## src/rtl/term_writer_if.sv

```systemverilog
// Byte-input handshake plus terminal strobed write bus and shadow cursor status.
interface term_writer_if;
  logic [7:0] in_data;
  logic       in_valid;
  logic       in_ready;
  logic [7:0] data;
  logic [1:0] dtype;
  logic       dstrobe;
  logic [4:0] cur_row;
  logic [6:0] cur_col;
  logic       busy;

  modport slave (
    input  in_data, in_valid,
    output in_ready, data, dtype, dstrobe, cur_row, cur_col, busy
  );

  modport master (
    output in_data, in_valid,
    input  in_ready, data, dtype, dstrobe, cur_row, cur_col, busy
  );
endinterface

```

## src/rtl/term_writer.sv

```systemverilog
// Byte-stream front end for the VGA text terminal: interprets printable bytes,
// CR/LF/BS/FF and ESC Y r c, and emits strobed char/column/row writes while
// tracking a shadow of the terminal cursor (30 rows x 80 columns).
module term_writer #(
  parameter int STROBE_HI = 2,
  parameter int STROBE_LO = 2
) (
  input  logic          ck100,
  input  logic          reset_n,
  term_writer_if.slave  bus
);

  localparam int T  = 1 + STROBE_HI + STROBE_LO;
  localparam int TW = $clog2(T + 1);

  localparam logic [1:0] DT_CHR = 2'd0;
  localparam logic [1:0] DT_COL = 2'd1;
  localparam logic [1:0] DT_ROW = 2'd2;

  localparam logic [7:0] B_BS  = 8'h08;
  localparam logic [7:0] B_LF  = 8'h0A;
  localparam logic [7:0] B_FF  = 8'h0C;
  localparam logic [7:0] B_CR  = 8'h0D;
  localparam logic [7:0] B_ESC = 8'h1B;
  localparam logic [7:0] B_Y   = 8'h59;

  typedef enum logic [2:0] {
    S_HOME, S_IDLE, S_ESC, S_ESCY, S_ESCR, S_XFER, S_CLR
  } state_t;

  state_t        r_state, w_state_nxt;
  logic [TW-1:0] r_tcnt;
  logic          r_act;      // a transaction is loaded and running
  logic          r_strobe;
  logic [7:0]    r_data;
  logic [1:0]    r_dtype;
  logic          r_nxt_vld;  // one queued follow-up transaction (col after row)
  logic [7:0]    r_nxt_data;
  logic [1:0]    r_nxt_dtype;
  logic [11:0]   r_clr_cnt;
  logic [4:0]    r_row, r_esc_row;
  logic [6:0]    r_col;

  logic          w_in_ready, w_busy, w_acc, w_print;
  logic          w_run, w_last, w_clr_more, w_more;
  logic [7:0]    w_byte, w_sub;
  logic          w_under;
  logic [4:0]    w_row_cl;
  logic [6:0]    w_col_cl;
  logic          w_ld, w_set_nxt, w_cnt_clr, w_cnt_inc;
  logic [7:0]    w_ld_data, w_nxt_data;
  logic [1:0]    w_ld_type, w_nxt_type;

  assign w_byte  = bus.in_data;
  assign w_acc   = bus.in_valid && w_in_ready;
  assign w_print = (w_byte >= 8'h20) && (w_byte != 8'h7F);

  // Escape coordinates: 8-bit subtract with explicit underflow, then clamp.
  assign w_sub    = w_byte - 8'h20;
  assign w_under  = w_byte < 8'h20;
  assign w_row_cl = w_under ? 5'd0 : ((w_sub > 8'd29) ? 5'd29 : w_sub[4:0]);
  assign w_col_cl = w_under ? 7'd0 : ((w_sub > 8'd79) ? 7'd79 : w_sub[6:0]);

  assign w_run  = r_act && (r_state == S_HOME || r_state == S_XFER || r_state == S_CLR);
  assign w_last = w_run && (r_tcnt == TW'(T - 1));
  // Clear keeps going until the 2400th space (index 2399) has been written.
  assign w_clr_more = (r_state == S_CLR) && ((r_dtype != DT_CHR) || (r_clr_cnt != 12'd2399));
  assign w_more     = r_nxt_vld || w_clr_more;

  // State register.
  always_ff @(posedge ck100 or negedge reset_n) begin
    if (!reset_n) r_state <= S_HOME;
    else          r_state <= w_state_nxt;
  end

  // Next-state decode.
  always_comb begin
    w_state_nxt = r_state;
    case (r_state)
      S_HOME, S_XFER, S_CLR: if (w_last && !w_more) w_state_nxt = S_IDLE;
      S_IDLE: if (w_acc) begin
        if (w_print || w_byte == B_CR || w_byte == B_LF || (w_byte == B_BS && r_col != 7'd0))
          w_state_nxt = S_XFER;
        else if (w_byte == B_FF)  w_state_nxt = S_CLR;
        else if (w_byte == B_ESC) w_state_nxt = S_ESC;
      end
      S_ESC:  if (w_acc) w_state_nxt = (w_byte == B_Y) ? S_ESCY : S_IDLE;
      S_ESCY: if (w_acc) w_state_nxt = S_ESCR;
      S_ESCR: if (w_acc) w_state_nxt = S_XFER;
      default: w_state_nxt = S_HOME;
    endcase
  end

  // Outputs decoded from state.
  always_comb begin
    w_in_ready = (r_state == S_IDLE) || (r_state == S_ESC) ||
                 (r_state == S_ESCY) || (r_state == S_ESCR);
    w_busy     = (r_state != S_IDLE);
  end

  // Transaction load decode: what to put on the bus next, and what to queue behind it.
  always_comb begin
    w_ld       = 1'b0;
    w_ld_data  = r_data;
    w_ld_type  = r_dtype;
    w_set_nxt  = 1'b0;
    w_nxt_data = 8'h00;
    w_nxt_type = DT_COL;
    w_cnt_clr  = 1'b0;
    w_cnt_inc  = 1'b0;
    case (r_state)
      // HOME spends one cycle loading so that row(0) is on the bus for its whole S cycle.
      S_HOME: if (!r_act) begin
        w_ld = 1'b1; w_ld_data = 8'h00; w_ld_type = DT_ROW; w_set_nxt = 1'b1;
      end
      S_IDLE: if (w_acc) begin
        if (w_print) begin
          w_ld = 1'b1; w_ld_data = w_byte; w_ld_type = DT_CHR;
        end else if (w_byte == B_CR) begin
          w_ld = 1'b1; w_ld_data = 8'h00; w_ld_type = DT_COL;
        end else if (w_byte == B_LF) begin
          w_ld = 1'b1; w_ld_type = DT_ROW;
          w_ld_data = {3'b000, (r_row == 5'd29) ? 5'd0 : r_row + 5'd1};
        end else if (w_byte == B_BS && r_col != 7'd0) begin
          w_ld = 1'b1; w_ld_type = DT_COL; w_ld_data = {1'b0, r_col - 7'd1};
        end else if (w_byte == B_FF) begin
          w_ld = 1'b1; w_ld_data = 8'h00; w_ld_type = DT_ROW; w_set_nxt = 1'b1;
        end
      end
      S_ESCR: if (w_acc) begin
        w_ld = 1'b1; w_ld_data = {3'b000, r_esc_row}; w_ld_type = DT_ROW;
        w_set_nxt = 1'b1; w_nxt_data = {1'b0, w_col_cl};
      end
      default: ;
    endcase
    // Chain the next transaction straight off the last cycle of the current one.
    if (w_last && w_more) begin
      w_ld = 1'b1;
      if (r_nxt_vld) begin
        w_ld_data = r_nxt_data; w_ld_type = r_nxt_dtype;
      end else begin
        w_ld_data = 8'h20; w_ld_type = DT_CHR;
        if (r_dtype != DT_CHR) w_cnt_clr = 1'b1;
        else                   w_cnt_inc = 1'b1;
      end
    end
  end

  // Transaction engine: phase counter, bus registers, registered strobe, clear counter.
  always_ff @(posedge ck100 or negedge reset_n) begin
    if (!reset_n) begin
      r_tcnt      <= '0;
      r_act       <= 1'b0;
      r_strobe    <= 1'b0;
      r_data      <= 8'h00;
      r_dtype     <= DT_CHR;
      r_nxt_vld   <= 1'b0;
      r_nxt_data  <= 8'h00;
      r_nxt_dtype <= DT_COL;
      r_clr_cnt   <= 12'd0;
    end else begin
      r_strobe <= w_run && !w_last && (r_tcnt < TW'(STROBE_HI));
      if (w_ld) begin
        r_data  <= w_ld_data;
        r_dtype <= w_ld_type;
        r_tcnt  <= '0;
        r_act   <= 1'b1;
      end else if (w_last) begin
        r_tcnt <= '0;
        r_act  <= 1'b0;
      end else if (w_run) begin
        r_tcnt <= r_tcnt + 1'b1;
      end
      if (w_set_nxt) begin
        r_nxt_vld   <= 1'b1;
        r_nxt_data  <= w_nxt_data;
        r_nxt_dtype <= w_nxt_type;
      end else if (w_last && r_nxt_vld) begin
        r_nxt_vld <= 1'b0;
      end
      if (w_cnt_clr)      r_clr_cnt <= 12'd0;
      else if (w_cnt_inc) r_clr_cnt <= r_clr_cnt + 12'd1;
    end
  end

  // Shadow cursor follows each write on its final cycle, mirroring the terminal's wrap.
  always_ff @(posedge ck100 or negedge reset_n) begin
    if (!reset_n) begin
      r_row <= 5'd0;
      r_col <= 7'd0;
    end else if (w_last) begin
      case (r_dtype)
        DT_CHR: if (r_col == 7'd79) begin
          r_col <= 7'd0;
          r_row <= (r_row == 5'd29) ? 5'd0 : r_row + 5'd1;
        end else begin
          r_col <= r_col + 7'd1;
        end
        DT_COL:  r_col <= r_data[6:0];
        DT_ROW:  r_row <= r_data[4:0];
        default: ;
      endcase
    end
  end

  // Latch the clamped row coordinate of an ESC Y sequence.
  always_ff @(posedge ck100 or negedge reset_n) begin
    if (!reset_n)                         r_esc_row <= 5'd0;
    else if (r_state == S_ESCY && w_acc) r_esc_row <= w_row_cl;
  end

  assign bus.in_ready = w_in_ready;
  assign bus.busy     = w_busy;
  assign bus.data     = r_data;
  assign bus.dtype    = r_dtype;
  assign bus.dstrobe  = r_strobe;
  assign bus.cur_row  = r_row;
  assign bus.cur_col  = r_col;

endmodule

```

## src/flat_wrapper.sv

```systemverilog
// flat-port wrapper written by rule: the top's interface ports become plain ports
module term_writer_flat 
#(
  parameter int STROBE_HI = 2,
  parameter int STROBE_LO = 2
)
  (ck100, reset_n, bus_in_data, bus_in_valid, bus_in_ready, bus_data, bus_dtype, bus_dstrobe, bus_cur_row, bus_cur_col, bus_busy);
  term_writer_if bus_i ();
  input  logic ck100;
  input  logic reset_n;
  input wire logic [$bits(bus_i.in_data)-1:0] bus_in_data;
  input wire logic [$bits(bus_i.in_valid)-1:0] bus_in_valid;
  output wire logic [$bits(bus_i.in_ready)-1:0] bus_in_ready;
  output wire logic [$bits(bus_i.data)-1:0] bus_data;
  output wire logic [$bits(bus_i.dtype)-1:0] bus_dtype;
  output wire logic [$bits(bus_i.dstrobe)-1:0] bus_dstrobe;
  output wire logic [$bits(bus_i.cur_row)-1:0] bus_cur_row;
  output wire logic [$bits(bus_i.cur_col)-1:0] bus_cur_col;
  output wire logic [$bits(bus_i.busy)-1:0] bus_busy;
  assign bus_i.in_data = bus_in_data;
  assign bus_i.in_valid = bus_in_valid;
  assign bus_in_ready = bus_i.in_ready;
  assign bus_data = bus_i.data;
  assign bus_dtype = bus_i.dtype;
  assign bus_dstrobe = bus_i.dstrobe;
  assign bus_cur_row = bus_i.cur_row;
  assign bus_cur_col = bus_i.cur_col;
  assign bus_busy = bus_i.busy;
  term_writer #(.STROBE_HI(STROBE_HI), .STROBE_LO(STROBE_LO)) u_core (.ck100(ck100), .reset_n(reset_n), .bus(bus_i));
endmodule
```

## config.mk

```make
export PLATFORM = sky130hd
export DESIGN_NAME = term_writer_flat
export DESIGN_NICKNAME = d
export VERILOG_FILES = /design/src/rtl/term_writer_if.sv /design/src/rtl/term_writer.sv /design/src/flat_wrapper.sv
export SDC_FILE = /design/constraint.sdc
export NUM_CORES = 1
export LEC_CHECK = 0
export BUFFER_PORTS_ARGS = -buffer_cell sky130_fd_sc_hd__clkbuf_2
export CORE_ASPECT_RATIO = 0.6
export CORE_UTILIZATION = 40
export CTS_BUF_LIST = sky130_fd_sc_hd__clkbuf_8
export DETAILED_ROUTE_END_ITERATION = 8
export PLACE_DENSITY = 0.56
export SYNTH_ARGS = -nofsm -noshare
export SYNTH_HDL_FRONTEND = slang
export SYNTH_SLANG_ARGS = --single-unit
```

## constraint.sdc

```tcl
create_clock -name ck100 -period 6.05 [get_ports ck100]
set_input_delay 0.3025 -clock ck100 [delete_from_list [all_inputs] [get_ports ck100]]
set_output_delay 0.3025 -clock ck100 [all_outputs]
set_load 0.01 [all_outputs]
```

# Word level (Yosys, flattened, before mapping)
# Cells that the tools add are included.
[word_totals]
regBits = 56
word_cells = 168
output_inout_bits = 25
input_bits = 11
[op_classes]
order_cmp = 5
eq_ne = 31
n_mux = 74
n_reduce_logical = 40
addsub = 6
[ops]
columns = ["operator", "n"]
rows = [
  ["2-to-1 mux 8 bit", 11],
  ["2-to-1 mux 3 bit", 11],
  ["== test 8 x 4 -> 1 bit (second input constant)", 4],
  ["2-to-1 mux 7 bit", 4],
  ["2-to-1 mux 1 bit", 25],
  ["2-to-1 mux 12 bit", 2],
  ["case mux 8 bit (3 select lines)", 1],
  ["2-to-1 mux 2 bit", 10],
  ["2-to-1 mux 5 bit", 4],
  ["case mux 3 bit (5 select lines)", 1],
  ["case mux 7 bit (2 select lines)", 1],
  ["adder 12 x 1 -> 12 bit (second input constant)", 1],
  ["== test 3 bit (second input constant)", 4],
  ["logical AND 1 bit", 12],
  ["inequality test 12 bit (second input constant)", 1],
  ["inequality test 2 x 1 -> 1 bit (second input constant)", 6],
  ["AND reduction 6 bit", 2],
  ["nonzero test 2 bit", 6],
  ["logical OR 1 bit", 10],
  ["case mux 5 bit (2 select lines)", 1],
  ["== test 8 x 5 -> 1 bit (second input constant)", 1],
  ["== test 8 x 7 -> 1 bit (second input constant)", 1],
  [">= comparator 8 x 6 -> 1 bit (second input constant)", 1],
  ["> comparator 8 x 5 -> 1 bit (second input constant)", 1],
  ["31 further kinds", 35],
]

# Depth between registers and ports, before layout
[logic_depth]
depth_word = 10
mapped_depth = 9
ltp_nobuf = 8

# Worst setup path before layout
# Ideal clock, no wire load.
[synth_timing]
path_type = "reg2reg"
start = "register u_core.r_col[3], in the netlist u_core.bus.cur_col[3]"
end = "register u_core.r_data[6], in the netlist u_core.bus.data[6]"
required_ps = 5926
stages_incl_launch_ff = 9
arrival_time_ps = 2155
path_buffers = 2
setup_ps = 124
period_less_slack_ps = 2279
setup_slack_ps = 3771
path_cell_list = "dfrtp_1 buf_6 or4_4 o311a_1 a211oi_2 o221ai_2 buf_6 nor2_1 a21oi_1"
[synth_between]
elab_chain_cells = 10
elab_cells_between_ends = 19
cone_classes = "1 x add/sub; 1 x eq/ne; 14 x mux; 3 x reduce/logical"
[synth_rtl]
columns = ["element", "line_no", "source"]
rows = [
  ["from (decl)", "term_writer.sv:42", "logic [6:0] r_col;"],
  ["from (signal assigned)", "term_writer.sv:197", "r_col <= r_col + 7'd1;"],
  ["from (signal assigned)", "term_writer.sv:199", "DT_COL: r_col <= r_data[6:0];"],
  ["branches (longest 10 deep; another with subtractor 7 x 1 -> 7 bit)", "n/a", ""],
  ["to (signal assigned)", "term_writer.sv:164", "r_data <= w_ld_data;"],
  ["to (decl)", "term_writer.sv:35", "logic [7:0] r_data;"],
]
# Parallel ways; which one is timed is not known. The select of a mux whose other input is x is not followed.
# A chain may end at the register's enable or synchronous reset.

# Final worst setup path
[layout_timing]
start = "register u_core.r_state[2]"
end = "register u_core.r_data[0], in the netlist u_core.bus.data[0]"
[layout_between]
elab_chain_cells = 9
elab_cells_between_ends = 30
cone_classes = "10 x eq/ne; 6 x mux; 14 x reduce/logical"
[layout_rtl]
columns = ["element", "line_no", "source"]
rows = [
  ["from (decl)", "term_writer.sv:31", "state_t r_state, w_state_nxt;"],
  ["from (signal assigned)", "term_writer.sv:73", "else r_state <= w_state_nxt;"],
  ["== test 3 x 1 -> 1 bit / == test 3 x 2 -> 1 bit (equally long branches)", "term_writer.sv:96, term_writer.sv:111", ""],
  ["logical OR 1 bit (2 in series)", "term_writer.sv:96", "w_in_ready = (r_state == S_IDLE) || (r_state == S_ESC) ||"],
  ["logical OR 1 bit", "term_writer.sv:97", "(r_state == S_ESCY) || (r_state == S_ESCR);"],
  ["logical AND 1 bit", "term_writer.sv:55", "assign w_acc = bus.in_valid && w_in_ready;"],
  ["2-to-1 mux 1 bit (on tied branches)", "term_writer.sv:130, term_writer.sv:116", ""],
  ["case mux 1 bit (3 select lines)", "term_writer.sv:111", "case (r_state)"],
  ["2-to-1 mux 1 bit", "term_writer.sv:137", "if (w_last && w_more) begin"],
  ["AND reduction 6 bit (no source line)", "n/a", ""],
]
# Parallel ways exist; a longest one is shown, timed or not.

==> impl_metrics.csv <==
group,metric,value,unit
logic_synthesis,yosysTopAreaCellShare,0.386,
worst_setup_path,reg2reg_depth,6,
logic_synthesis,async_flop_share,1.00,
sta,finalSetupViolations,0,
routing,vias_per_cell,5.81,
finish,finalNonFillerCells,555,
power,p_per_area,438,nW/um2
finish,multi_input_area,2020,um2
status,status,"finished clean",
power,power,1.69,mW
routing,routedWlPerCell,17.4,um
logic_synthesis,synth.net_count,444,
worst_setup_path,worstPathArrival,2970,ps
sta,rsz0062_at_grt,"no",
power,p_leak,1.66,nW
logic_synthesis,yosysWarningCount,0,
finish,area_delta_synth_final,8.39,%
min_path,hold_class,"in -> async",
logic_synthesis,synth_area_leaders,"dfrtp_1, o21ai_0, nor2_1, nand2_1, ha_1",
grt,track_usage,0.226,
job,cap_violations,0,
worst_setup_path,rrSetupSlack,3320,ps
routing,drc,0,
place,gp_congestion,0.886,
logic_synthesis,ys_ff_latch,55,
finish,nFillCells,876,
grt,gr-total-overflow,0,
logic_synthesis,avgSynthCellArea,8.41,um2
die,io_pins,36,
logic_synthesis,postSynthCellCount,424,
die,die_h,75.1,um
finish,antenna_cells,0,
logic_synthesis,ys.flop_type,"dfrtp_1",
clocking,cts_hold_buf,0,
grt,grt_pass1_wl,16000,um
clocking,cts.path.max_buffers,2,
finish,fin_nets,462,
sta,hold_viol_final,0,
routing,finalWirelength,9650,um
logic_synthesis,syn_area,3570,um2
sta,finalSetupTns,0,ps
finish,ff_latch_area,1380,um2
worst_setup_path,startpoint_type,"flip-flop",
routing,firstDrtPassIters,5,
logic_synthesis,ys_types,64,
worst_setup_path,crit_fanout,16,
die,core.rowCount,26,
finish,drive_above_1_share,0.144,
sta,drv_slew,0,
die,start_util,0.415,
grt,grt_pass1_vias,2984,
sta,post-route-period-util,0.451,
place,dp_hpwl,7050,um
logic_synthesis,yosys.area.top_type,"dfrtp_1",
clocking,clock_latency,320,ps
die,fp.dieW,124,um
routing,ant_nets,0,
place,place_inst,547,
sta,worst_clock_skew,7.13,ps
sta,fmaxAchievable,366,MHz
sta,fin_crit,2730,ps
grt,grt_max_degree,56,
worst_setup_path,r2r-end,"u_core.bus.data[0]",
clocking,numCtsBuffers,5,
place,io_buffers,35,
sta,tightestPinTransition,846,ps
die,core,8590,um2
worst_setup_path,r2r_start,"u_core.r_state[2]",
clocking,clockRootBuffer,"clkbuf_8",
worst_setup_path,critPathKind,"reg -> reg",
clocking,cts.htree.levels,2,
power,ir_drop,0.176,mV
routing,drtIter0Drc,403,
sta,relSlewSlack,0.435,
logic_synthesis,synth_edf_count,0,
worst_setup_path,critPathRequiredTime,6290,ps
clocking,cts_tree,"yes",
clocking,clk_pin_slew,110,ps
clocking,cts.repair.resized,0,
finish,final_core_util,0.450,
logic_synthesis,ys_seq_area_frac,0.386,
grt,grt_antenna_before_repair,0,
die,dieArea,9310,um2
clocking,cts_sinks,55,
clocking,postCtsSetupBuffers,0,
worst_setup_path,end_kind,"flip-flop",
routing,vias,3226,
[layout make-up]
cell class                 instances  area share
inverter                          12      0.0117
sequential                        55       0.356
clock inverter                     3     0.00518
multi-input combinational        331       0.524
clock buffer                       5      0.0178
timing repair buffer              37      0.0492
tap                              112      0.0363
[kinds of logic after synthesis]
kind of cell	Yosys count	share of synthesized area
simple gates	187	0.265
buf+inv	38	0.0463
xor+xnor	20	0.0491
mux	7	0.0211
compound gates	108	0.201
fa+ha+maj	9	0.0316
flops	55	0.386
[Yosys cell counts, types with 8 or more instances]
cell	instances
a21oi_1	19
clkbuf_1	19
dfrtp_1	55
ha_1	9
inv_1	12
nand2_1	42
nand3_1	16
nand4_1	12
nor2_1	49
nor3_1	21
o21ai_0	41
xnor2_1	8
xor2_1	12
[worst max path at each step]
| stage | end | slack (ps) | startpoint | cells past startpoint |
|---|---|---|---|---|
| 3_5_place_dp | u_core.bus.data[1] | 3390 | u_core.r_state[2] | 6 |
| 5_1_grt | u_core.bus.data[1] | 3090 | u_core.r_state[2] | 6 |
| 3_3_place_gp | u_core.bus.data[3] | 3490 | u_core.r_state[2] | 6 |
| 6_report | u_core.bus.data[0] | 3320 | u_core.r_state[2] | 6 |
| 4_1_cts | u_core.bus.data[1] | 3370 | u_core.r_state[2] | 6 |
| 2_1_floorplan | u_core.bus.data[6] | 3770 | u_core.bus.cur_col[3] | 8 |
[routing by layer]
layer | vias to the layer above | GRT usage | part of all wire | wire length (um)
li1 | 1567 | - | - | -
met1 | 1557 | 0.350 | 0.52 | 5070
met2 | 97 | 0.330 | 0.41 | 3950
met3 | 5 | 0.0417 | 0.061 | 590
met4 | 0 | 0.0344 | 0.0047 | 45
met5 | - | 0 | 0 | 0
[state kept, by name, indices dropped and copies added (netlist names), 2 cells and up]
name                flops
u_core.bus.cur_col      7
u_core.bus.cur_row      5
u_core.bus.data         8
u_core.bus.dtype        2
u_core.r_clr_cnt       12
u_core.r_esc_row        5
u_core.r_nxt_data       7
u_core.r_state          3
u_core.r_tcnt           3
[critical path: stages (launching register included)]
cell and delay, ps:
dfrtp_1 570, nand2b_1 270, nor2_1 580, nand2_1 230, o221ai_2 710, nor2_1 110, a41oi_2 170
[cell usage in the layout (no fill, tap or decap), drive strengths merged, types with 5 or more instances in the layout]
master and n:
a21oi 19, nor2 49, nand3 16, xor2 12
xnor2 8, dfrtp 55, and3 7, a31oi 5
nand4 12, ha 9, nand2 42, clkbuf 40
a22oi 6, nor3 22, o21ai 44, nand2b 5
inv 12, nor2b 5
[metrics by stage]
| stage | worst slack (ps) | hold WS, ps | area (um2) |
|---|---|---|---|
| detailed placement | 3390 | 468 | 3780 |
| global route | 3090 | 178 | 3860 |
| floorplan | 3770 | 6.91 | 3570 |
| global placement | 3490 | 465 | 3780 |
| CTS | 3370 | 151 | 3860 |
| finish | 3320 | 101 | 3860 |
[where the power goes]
part / leakage [nW] / internal (mW) / switching (mW)
Clock: 0.0402 / 0.0812 / 0.135
Sequential: 0.707 / 0.495 / 0.200
Combinational: 0.911 / 0.332 / 0.450
No activity file was read; power rests on OpenSTA's default activity.
